$ cat src/rtl/frame_serializer_pkg.sv
// Shared definitions for the frame serializer family: FSM state encoding,
// lead-in counter width and the frame length derivation.
// Build option: FRAME_SERIALIZER_PARITY_EN appends an even-parity bit to every frame.
package frame_ser_pkg;

    typedef enum logic [1:0] {
        IDLE  = 2'b00,
        LEAD  = 2'b01,
        SHIFT = 2'b10
    } state_e;

    // Lead-in counter covers LEAD_CYCLES up to 255.
    localparam int LEAD_CNT_W = 8;

`ifdef FRAME_SERIALIZER_PARITY_EN
    localparam int PARITY_BITS = 1;
`else
    localparam int PARITY_BITS = 0;
`endif

    // Number of serial bits per frame for a given parallel word width.
    function automatic int frame_bits(input int width);
        return width + PARITY_BITS;
    endfunction

endpackage

$ cat src/rtl/frame_serializer_sync_edge_detect.sv
// Rising-edge detector for a strobe already synchronous to the clock.
// The history flop resets to 1 so a strobe that is high when reset is
// released is not mistaken for a fresh edge.
module sync_edge_detect (
    input  logic clk_i,
    input  logic rst_ni,
    input  logic sync_i,
    output logic rise_o
);

    logic sync_q;

    // Remember last cycle's strobe level.
    always_ff @(posedge clk_i or negedge rst_ni) begin
        if (!rst_ni) begin
            sync_q <= 1'b1;
        end else begin
            sync_q <= sync_i;
        end
    end

    assign rise_o = sync_i & ~sync_q;

endmodule

$ cat src/rtl/frame_serializer.sv
// Parallel-to-serial frame serializer with a one-word holding register.
// A rising edge of frame_sync starts a frame: optional lead-in, then
// FRAME_BITS contiguous bits on ser_out framed by ser_frame.
// Build option: FRAME_SERIALIZER_PARITY_EN adds a trailing even-parity bit.
module frame_serializer
    import frame_ser_pkg::*;
#(
    parameter int WIDTH       = 16,
    parameter int MSB_FIRST   = 0,
    parameter int LEAD_CYCLES = 0
) (
    input  logic             fast_clock,
    input  logic             reset,
    input  logic             frame_sync,
    input  logic [WIDTH-1:0] data_in,
    input  logic             data_valid,
    output logic             data_ready,
    output logic             ser_out,
    output logic             ser_frame,
    output logic             frame_done,
    output logic             underrun,
    output logic             sync_err
);

    localparam int FRAME_BITS = frame_bits(WIDTH);
    localparam int CNT_W      = $clog2(FRAME_BITS + 1);
    localparam logic [CNT_W-1:0] CNT_LAST = CNT_W'(FRAME_BITS);
    localparam logic [LEAD_CNT_W-1:0] LEAD_LAST =
        LEAD_CNT_W'((LEAD_CYCLES > 0) ? (LEAD_CYCLES - 1) : 0);

    state_e                  state_q, state_d;
    logic [LEAD_CNT_W-1:0]   lead_cnt_q, lead_cnt_d;
    logic [CNT_W-1:0]        bit_cnt_q, bit_cnt_d;
    logic [WIDTH-1:0]        shreg_q, shreg_d;
    logic [WIDTH-1:0]        hold_q, hold_d;
    logic                    hold_full_q, hold_full_d;
    logic                    loaded_full_q, loaded_full_d;
    logic                    ser_out_q, ser_out_d;
    logic                    ser_frame_q, ser_frame_d;
    logic                    frame_done_q, frame_done_d;
    logic                    underrun_q, underrun_d;
    logic                    sync_err_q, sync_err_d;
`ifdef FRAME_SERIALIZER_PARITY_EN
    logic                    parity_q, parity_d;
`endif

    logic                    sync_rise;
    logic                    load_now;
    logic [WIDTH-1:0]        load_word;

    // Bit that leaves the word first in the configured order.
    function automatic logic lead_bit(input logic [WIDTH-1:0] w);
        return (MSB_FIRST != 0) ? w[WIDTH-1] : w[0];
    endfunction

    // Word with its leading bit consumed.
    function automatic logic [WIDTH-1:0] advance(input logic [WIDTH-1:0] w);
        return (MSB_FIRST != 0) ? (w << 1) : (w >> 1);
    endfunction

    sync_edge_detect u_sync_edge (
        .clk_i  (fast_clock),
        .rst_ni (reset),
        .sync_i (frame_sync),
        .rise_o (sync_rise)
    );

    // An empty holding register loads zeros and flags an underrun.
    assign load_word  = hold_full_q ? hold_q : '0;
    assign data_ready = ~hold_full_q;

    // Next-state logic: frame sequencing, serial output and holding register.
    always_comb begin
        state_d       = state_q;
        lead_cnt_d    = lead_cnt_q;
        bit_cnt_d     = bit_cnt_q;
        shreg_d       = shreg_q;
        hold_d        = hold_q;
        hold_full_d   = hold_full_q;
        loaded_full_d = 1'b0;
        ser_out_d     = 1'b0;
        ser_frame_d   = 1'b0;
        frame_done_d  = 1'b0;
        underrun_d    = 1'b0;
        sync_err_d    = sync_rise & (state_q != IDLE);
`ifdef FRAME_SERIALIZER_PARITY_EN
        parity_d      = parity_q;
`endif
        load_now      = 1'b0;

        case (state_q)
            IDLE: begin
                if (sync_rise) begin
                    if (LEAD_CYCLES > 0) begin
                        state_d    = LEAD;
                        lead_cnt_d = '0;
                    end else begin
                        load_now = 1'b1;
                    end
                end
            end
            LEAD: begin
                if (lead_cnt_q == LEAD_LAST) begin
                    load_now = 1'b1;
                end else begin
                    lead_cnt_d = lead_cnt_q + LEAD_CNT_W'(1);
                end
            end
            SHIFT: begin
                if (bit_cnt_q == CNT_LAST) begin
                    state_d = IDLE;
                end else begin
                    ser_frame_d  = 1'b1;
                    bit_cnt_d    = bit_cnt_q + CNT_W'(1);
                    frame_done_d = ((bit_cnt_q + CNT_W'(1)) == CNT_LAST);
`ifdef FRAME_SERIALIZER_PARITY_EN
                    if (bit_cnt_q == CNT_W'(WIDTH)) begin
                        ser_out_d = parity_q;
                    end else begin
                        ser_out_d = lead_bit(shreg_q);
                        shreg_d   = advance(shreg_q);
                    end
`else
                    ser_out_d = lead_bit(shreg_q);
                    shreg_d   = advance(shreg_q);
`endif
                end
            end
            default: begin
                state_d = IDLE;
            end
        endcase

        // The first bit is driven straight from the word being loaded so it
        // appears the cycle right after the load decision.
        if (load_now) begin
            state_d       = SHIFT;
            shreg_d       = advance(load_word);
            ser_out_d     = lead_bit(load_word);
            ser_frame_d   = 1'b1;
            bit_cnt_d     = CNT_W'(1);
            underrun_d    = ~hold_full_q;
            loaded_full_d = hold_full_q;
`ifdef FRAME_SERIALIZER_PARITY_EN
            parity_d      = ^load_word;
`endif
        end

        // A word accepted in the load cycle was not used and stays for the next frame.
        if (data_valid && !hold_full_q) begin
            hold_d      = data_in;
            hold_full_d = 1'b1;
        end else if (loaded_full_q) begin
            hold_full_d = 1'b0;
        end
    end

    // State and output registers, cleared asynchronously.
    always_ff @(posedge fast_clock or negedge reset) begin
        if (!reset) begin
            state_q       <= IDLE;
            lead_cnt_q    <= '0;
            bit_cnt_q     <= '0;
            shreg_q       <= '0;
            hold_q        <= '0;
            hold_full_q   <= 1'b0;
            loaded_full_q <= 1'b0;
            ser_out_q     <= 1'b0;
            ser_frame_q   <= 1'b0;
            frame_done_q  <= 1'b0;
            underrun_q    <= 1'b0;
            sync_err_q    <= 1'b0;
`ifdef FRAME_SERIALIZER_PARITY_EN
            parity_q      <= 1'b0;
`endif
        end else begin
            state_q       <= state_d;
            lead_cnt_q    <= lead_cnt_d;
            bit_cnt_q     <= bit_cnt_d;
            shreg_q       <= shreg_d;
            hold_q        <= hold_d;
            hold_full_q   <= hold_full_d;
            loaded_full_q <= loaded_full_d;
            ser_out_q     <= ser_out_d;
            ser_frame_q   <= ser_frame_d;
            frame_done_q  <= frame_done_d;
            underrun_q    <= underrun_d;
            sync_err_q    <= sync_err_d;
`ifdef FRAME_SERIALIZER_PARITY_EN
            parity_q      <= parity_d;
`endif
        end
    end

    assign ser_out    = ser_out_q;
    assign ser_frame  = ser_frame_q;
    assign frame_done = frame_done_q;
    assign underrun   = underrun_q;
    assign sync_err   = sync_err_q;

endmodule

$ cat config.mk
export PLATFORM = sky130hd
export DESIGN_NAME = frame_serializer
export DESIGN_NICKNAME = d
export VERILOG_FILES = /design/src/rtl/frame_serializer_pkg.sv /design/src/rtl/frame_serializer_sync_edge_detect.sv /design/src/rtl/frame_serializer.sv
export SDC_FILE = /design/constraint.sdc
export NUM_CORES = 1
export LEC_CHECK = 0
export ABC_AREA = 1
export CAP_MARGIN = 20
export CORE_MARGIN = 5
export CORE_UTILIZATION = 38
export DETAILED_ROUTE_END_ITERATION = 6
export PLACE_DENSITY = 0.64
export SLEW_MARGIN = 20
export SYNTH_ARGS = -nofsm -noshare
export SYNTH_HDL_FRONTEND = slang
export SYNTH_HIERARCHICAL = 1
export SYNTH_SLANG_ARGS = --single-unit
$ cat constraint.sdc
create_clock -name fast_clock -period 2.2 [get_ports fast_clock]
set_input_delay 0.66 -clock fast_clock [delete_from_list [all_inputs] [get_ports fast_clock]]
set_output_delay 0.66 -clock fast_clock [all_outputs]
set_load 0.03 [all_outputs]
==> flow_summary.ini, run 1 <==
[floorplanning]
design.die.area_sq_um = 7115
core_sq_um = 5439
initial_utilization = 0.3862
io_pins = 26
die_y_um = 84.35
die_w_um = 84.35
rows = 27

[timing]
clock_skew_ps = 9.301
slew_viol_final = 0
grt_setup_unrepaired = false
min_period_over_period = 0.8946
worst_slew_pin_slew_ps = 538.2
tns_ps = 0
timing.fmax_mhz = 508.1
slew_headroom = 0.6412
hold_violations = 0
setup_viol = 0
fin_crit_ps = 1968

[place]
placed_cells = 341
hpwl_um = 2684
gp_congestion = 0.7432
numPortBuffers = 25

[critical_path]
timing.rr.start = bit_cnt_q[0]
end_kind = output pin
cp.arrival_ps = 1310
critPathBufInv = 1
cp_cell_sequence = clkdlybuf4s50_1
crit_family = buffers and inverters
reg2reg_slack_ps = 660
r2r-end = shreg_q[5]
cpPeakStageDelay_ps = 670
reg2reg_depth = 9
cp_max_fo = 1
crit_required_ps = 1540
crit_slowest_cell = clkdlybuf4s50_1
crit_path_start_kind = flip-flop
path_class = flip-flop to output pin

[yosys]
syn-cell-area_sq_um = 2101
synthDistinctLibCells = 18
postSynthAreaPerCell_sq_um = 8.271
netlist_instances = 254
yosys_warnings = 6
synth_fp_nets = 277
ys_seq_area_frac = 0.5366
ys_ff_latch = 45

[run]
maxCapViolCount = 0

[route]
ant_nets = 0
drt-total-wl_um = 3922
viasPerCell = 4.516
drc = 0
vias = 1576
drt-pass1-iter-count = 4
wire_per_inst_um = 11.24
drtIter0Drc = 78

[clocking]
cts-root-buf = clkbuf_8
clkTransAtPathRegs_ps = 90
cts_buffer_depth = 2
cts_resized = 0
cts_max_level = 2
cts_buffers = 5
clk_latency_ps = 300
cts_sinks = 45
cts_hold_buffers = 0
post_cts_buffers = 0
cts_tree = done

[outcome]
status = finished clean

[final_layout]
multi_input_area_sq_um = 804.5
diodes = 0
fill_cells = 558
final_layout_size_suffix_gt1_frac = 0.08303
final_util = 0.4484
layout.cells.non_filler = 349
nets = 299
syn2layout_area_growth_pct = 16.08
regArea_sq_um = 1127

[power]
powerDensity_nw_per_um2 = 1136
leakagePower_nw = 1.321
vdd_drop_max_uv = 449.2

[grt]
antenna_found_initial = 0
grtUsageTotal = 0.1210
grt_max_degree = 38
grt_pass1_vias = 1471
grt_remaining_overflow = 0
grt_pass1_wl_um = 6975

[hold_path]
hold_path_class = input port to async pin
-- kinds of logic (layout without fill, tap and decap cells) --
| logic type | Yosys count | after routing | share of synthesized area |
|---|---|---|---|
| and+or+nand+nor | 176 | 176 | 0.3580 |
| buffers and inverters | 27 | 50 | 0.08039 |
| AOI/OAI and AO/OA | 3 | 3 | 0.007145 |
| DFF | 45 | 45 | 0.5366 |
| adders and majority gates | 3 | 3 | 0.01787 |
-- synth_stat cells (all sizes together) --
master	number	area share
inv	13	0.023
buf	14	0.057
nand2	129	0.24
ha	3	0.018
dfrtp	44	0.52
nand3	37	0.088
o21ai	3	0.0071
nor2	8	0.020
nand4	2	0.0060
dfstp	1	0.013
-- power by group --
part	internal [mW]	leakage [nW]	switching (mW)
Clock	0.221	0.0450	0.276
Sequential	1.13	0.575	0.220
Combinational	0.341	0.701	0.586
Total	1.69	1.32	1.08
-- metal layers --
metal | up-vias | track usage | part of all wire
li1 | 830 | - | -
met1 | 705 | 0.1610 | 0.49
met2 | 34 | 0.1901 | 0.43
met3 | 7 | 0.03337 | 0.061
met4 | 0 | 0.04317 | 0.017
met5 | - | 0 | 0
-- sequential cells by signal, summed over array words and instances (netlist names) --
register            count
hold_q                 16
shreg_q                15
sync_err                1
ser_out                 1
ser_frame               1
hold_full_q             1
loaded_full_q           1
frame_done              1
bit_cnt_q               5
u_sync_edge/sync_q      1
state_q                 1
underrun                1
-- layout by cell type, fill, tap and decap left out --
cell type / n
buf_4: 4
nand2_2: 2
clkbuf_1: 1
clkbuf_8: 5
clkinv_2: 2
nor2_1: 5
nand4_1: 2
inv_2: 1
nor2_2: 2
buf_2: 1
ha_1: 3
o21ai_0: 3
dfrtp_1: 44
buf_12: 1
clkdlybuf4s50_1: 23
nand2_4: 3
nor2_4: 1
dfstp_2: 1
inv_1: 12
nand3_1: 37
nand2_1: 124
-- final cells by class --
cell class                      count  area share
Multi-Input combinational cell    182      0.3299
Timing Repair Buffer               29      0.1170
Inverter                           13     0.02001
Clock buffer                        6     0.02976
Tap cell                           72     0.03694
Sequential cell                    45      0.4623
Clock inverter                      2    0.004105
-- how the worst max path moves through the flow --
| stage | slack, ps | endpoint | cells after the start | from |
|---|---|---|---|---|
| 2_1_floorplan | 670 | data_ready | 3 | hold_full_q |
| 4_1_cts | 210 | underrun | 1 | underrun |
| 5_1_grt | 180 | underrun | 1 | underrun |
| 6_report | 230 | underrun | 1 | underrun |
| 3_3_place_gp | 120 | shreg_q[5] | 9 | frame_sync |
| 3_5_place_dp | 60 | shreg_q[5] | 9 | frame_sync |
-- metrics by stage --
stage / total power, mW / hold slack [ps] / cell area, sq um / worst slack, ps
floorplan: 2.089 / 364.4 / 2101 / 665.9
global placement: 2.263 / 422.0 / 2356 / 117.2
detailed placement: 2.306 / 427.9 / 2356 / 61.56
CTS: 2.808 / 356.5 / 2439 / 212.9
global route: 3.029 / 378.2 / 2439 / 182.0
finish: 2.771 / 335.4 / 2439 / 231.8
-- worst register-to-register path: stages (launching register included) --
cell and delay (ps):
dfrtp_1 450, inv_1 100, ha_1 140, nand2_1 50
inv_1 60, nand2_2 60, nand2_4 220, nand2_4 180
nand2_1 110, nand2_1 50
No activity file was read; power rests on OpenSTA's default activity.
==> inputs of run 2 (changes only) <==
SLEW_MARGIN = default   (was 20)
==> results of run 2 <==
The final DEF is identical to that of run 1; final timing and power are the same.
==> inputs of run 3 (changes only) <==
==> constraint.sdc (replaced) <==
create_clock -name fast_clock -period 2.2 [get_ports fast_clock]
set_input_delay 0.44 -clock fast_clock [delete_from_list [all_inputs] [get_ports fast_clock]]
set_output_delay 0.44 -clock fast_clock [all_outputs]
set_load 0.03 [all_outputs]
==> flow_summary.ini, run 3 (synthesis results as in run 1) <==
[grt]
antenna_found_initial = 0
grt_pass1_wl_um = 6782
grt_pass1_vias = 1495
grt_remaining_overflow = 0
grtUsageTotal = 0.1175
grt_max_degree = 33

[final_layout]
final_layout_size_suffix_gt1_frac = 0.07914
fill_cells = 540
syn2layout_area_growth_pct = 16.32
reg_top3 = hold_q (16), shreg_q (15), bit_cnt_q (5)
largest_reg_flops = 16
diodes = 0
layout_common_cells = nand2_1, dfrtp_1, nand3_1, clkdlybuf4s50_1, inv_1
top_register = hold_q
layout.cells.non_filler = 350
final_common_cell = nand2_1
nets = 300

[place]
placed_cells = 342
numPortBuffers = 25
hpwl_um = 2706
gp_congestion = 0.7475

[floorplanning]
rows = 27
die_w_um = 84.35
io_pins = 26
core_sq_um = 5439
design.die.area_sq_um = 7115
die_y_um = 84.35
initial_utilization = 0.3862

[clocking]
clk_latency_ps = 300
cts_tree = done
cts_max_level = 2
cts_buffer_depth = 2
cts_hold_buffers = 0
cts_resized = 0
cts_sinks = 45
clkTransAtPathRegs_ps = 80
post_cts_buffers = 0
cts-root-buf = clkbuf_8
cts_buffers = 5

[timing]
hold_violations = 0
tns_ps = 0
fin_crit_ps = 1889
grt_setup_unrepaired = false
worst_slew_pin_slew_ps = 458.6
setup_viol = 0
timing.fmax_mhz = 529.5
slew_headroom = 0.6943
slew_viol_final = 0
clock_skew_ps = 7.836
min_period_over_period = 0.8584

[power]
vdd_drop_max_uv = 542.6
leakagePower_nw = 1.320
powerDensity_nw_per_um2 = 1140

[route]
drt-total-wl_um = 3878
drtIter0Drc = 71
ant_nets = 0
drc = 0
vias = 1581
drt-pass1-iter-count = 4
viasPerCell = 4.517
wire_per_inst_um = 11.08

[critical_path]
crit_path_start_kind = flip-flop
cp.arrival_ps = 1450
crit_required_ps = 1760
path_class = flip-flop to output pin
end_kind = output pin
cp_max_fo = 2

[outcome]
status = finished clean

[hold_path]
hold_path_class = input port to async pin

[run]
maxCapViolCount = 0
==> run 3: power by group <==
group / internal, mW / total (mW) / switching (mW)
Clock: 0.256 / 0.518 / 0.262
Combinational: 0.343 / 0.930 / 0.587
Sequential: 1.13 / 1.34 / 0.210
Total: 1.73 / 2.79 / 1.06
==> run 3: worst max-delay path, stage by stage, from the launching register on <==
cell and delay (ps):
dfrtp_1 400, inv_1 80, clkdlybuf4s50_1 670
==> run 3: layer usage <==
layer / wire (um) / share of wire / track usage / vias to the layer above
met3: 189 / 0.049 / 0.03238 / 5
met5: 0 / 0 / 0 / -
met2: 1704 / 0.44 / 0.1793 / 34
li1: - / - / - / 827
met1: 1931 / 0.50 / 0.1594 / 715
met4: 53 / 0.014 / 0.04460 / 0
==> run 3: cell type report <==
type | count | area (sq um) | share of cell area
multi-input cells | 182 | 804.5 | 0.3292
well taps | 72 | 90.09 | 0.03687
clock buffers | 8 | 90.09 | 0.03687
flip-flops and latches | 45 | 1127 | 0.4613
inverters | 13 | 48.80 | 0.01997
repair buffers | 30 | 282.8 | 0.1157
==> run 3: path summary, 6_finish.rpt <==
| path | startpoint | depth (start not counted) | slack (ps) | endpoint |
|---|---|---|---|---|
| min reg2reg | loaded_full_q | 1 | 430 | hold_full_q |
| max in group asynchronous | reset | 2 | 1500 | u_sync_edge/sync_q |
| min | reset | 1 | 80 | shreg_q[8] |
| min in group fast_clock | loaded_full_q | 1 | 430 | hold_full_q |
| max | hold_full_q | 2 | 310 | data_ready |
| max reg2reg | bit_cnt_q[0] | 9 | 690 | shreg_q[5] |
==> run 3: stage by stage <==
step                setup WS (ps)  utilization  power, mW  hold WS [ps]  area, sq um
finish                      311.5       0.4493      2.786         82.41         2444
global route                245.2       0.4493      3.033         108.6         2444
CTS                         282.9       0.4493      2.827         93.76         2444
detailed placement          255.2       0.4327      2.299         425.2         2354
global placement            317.2       0.4327      2.268         415.6         2354
floorplan                   885.9            -      2.089         144.4         2101
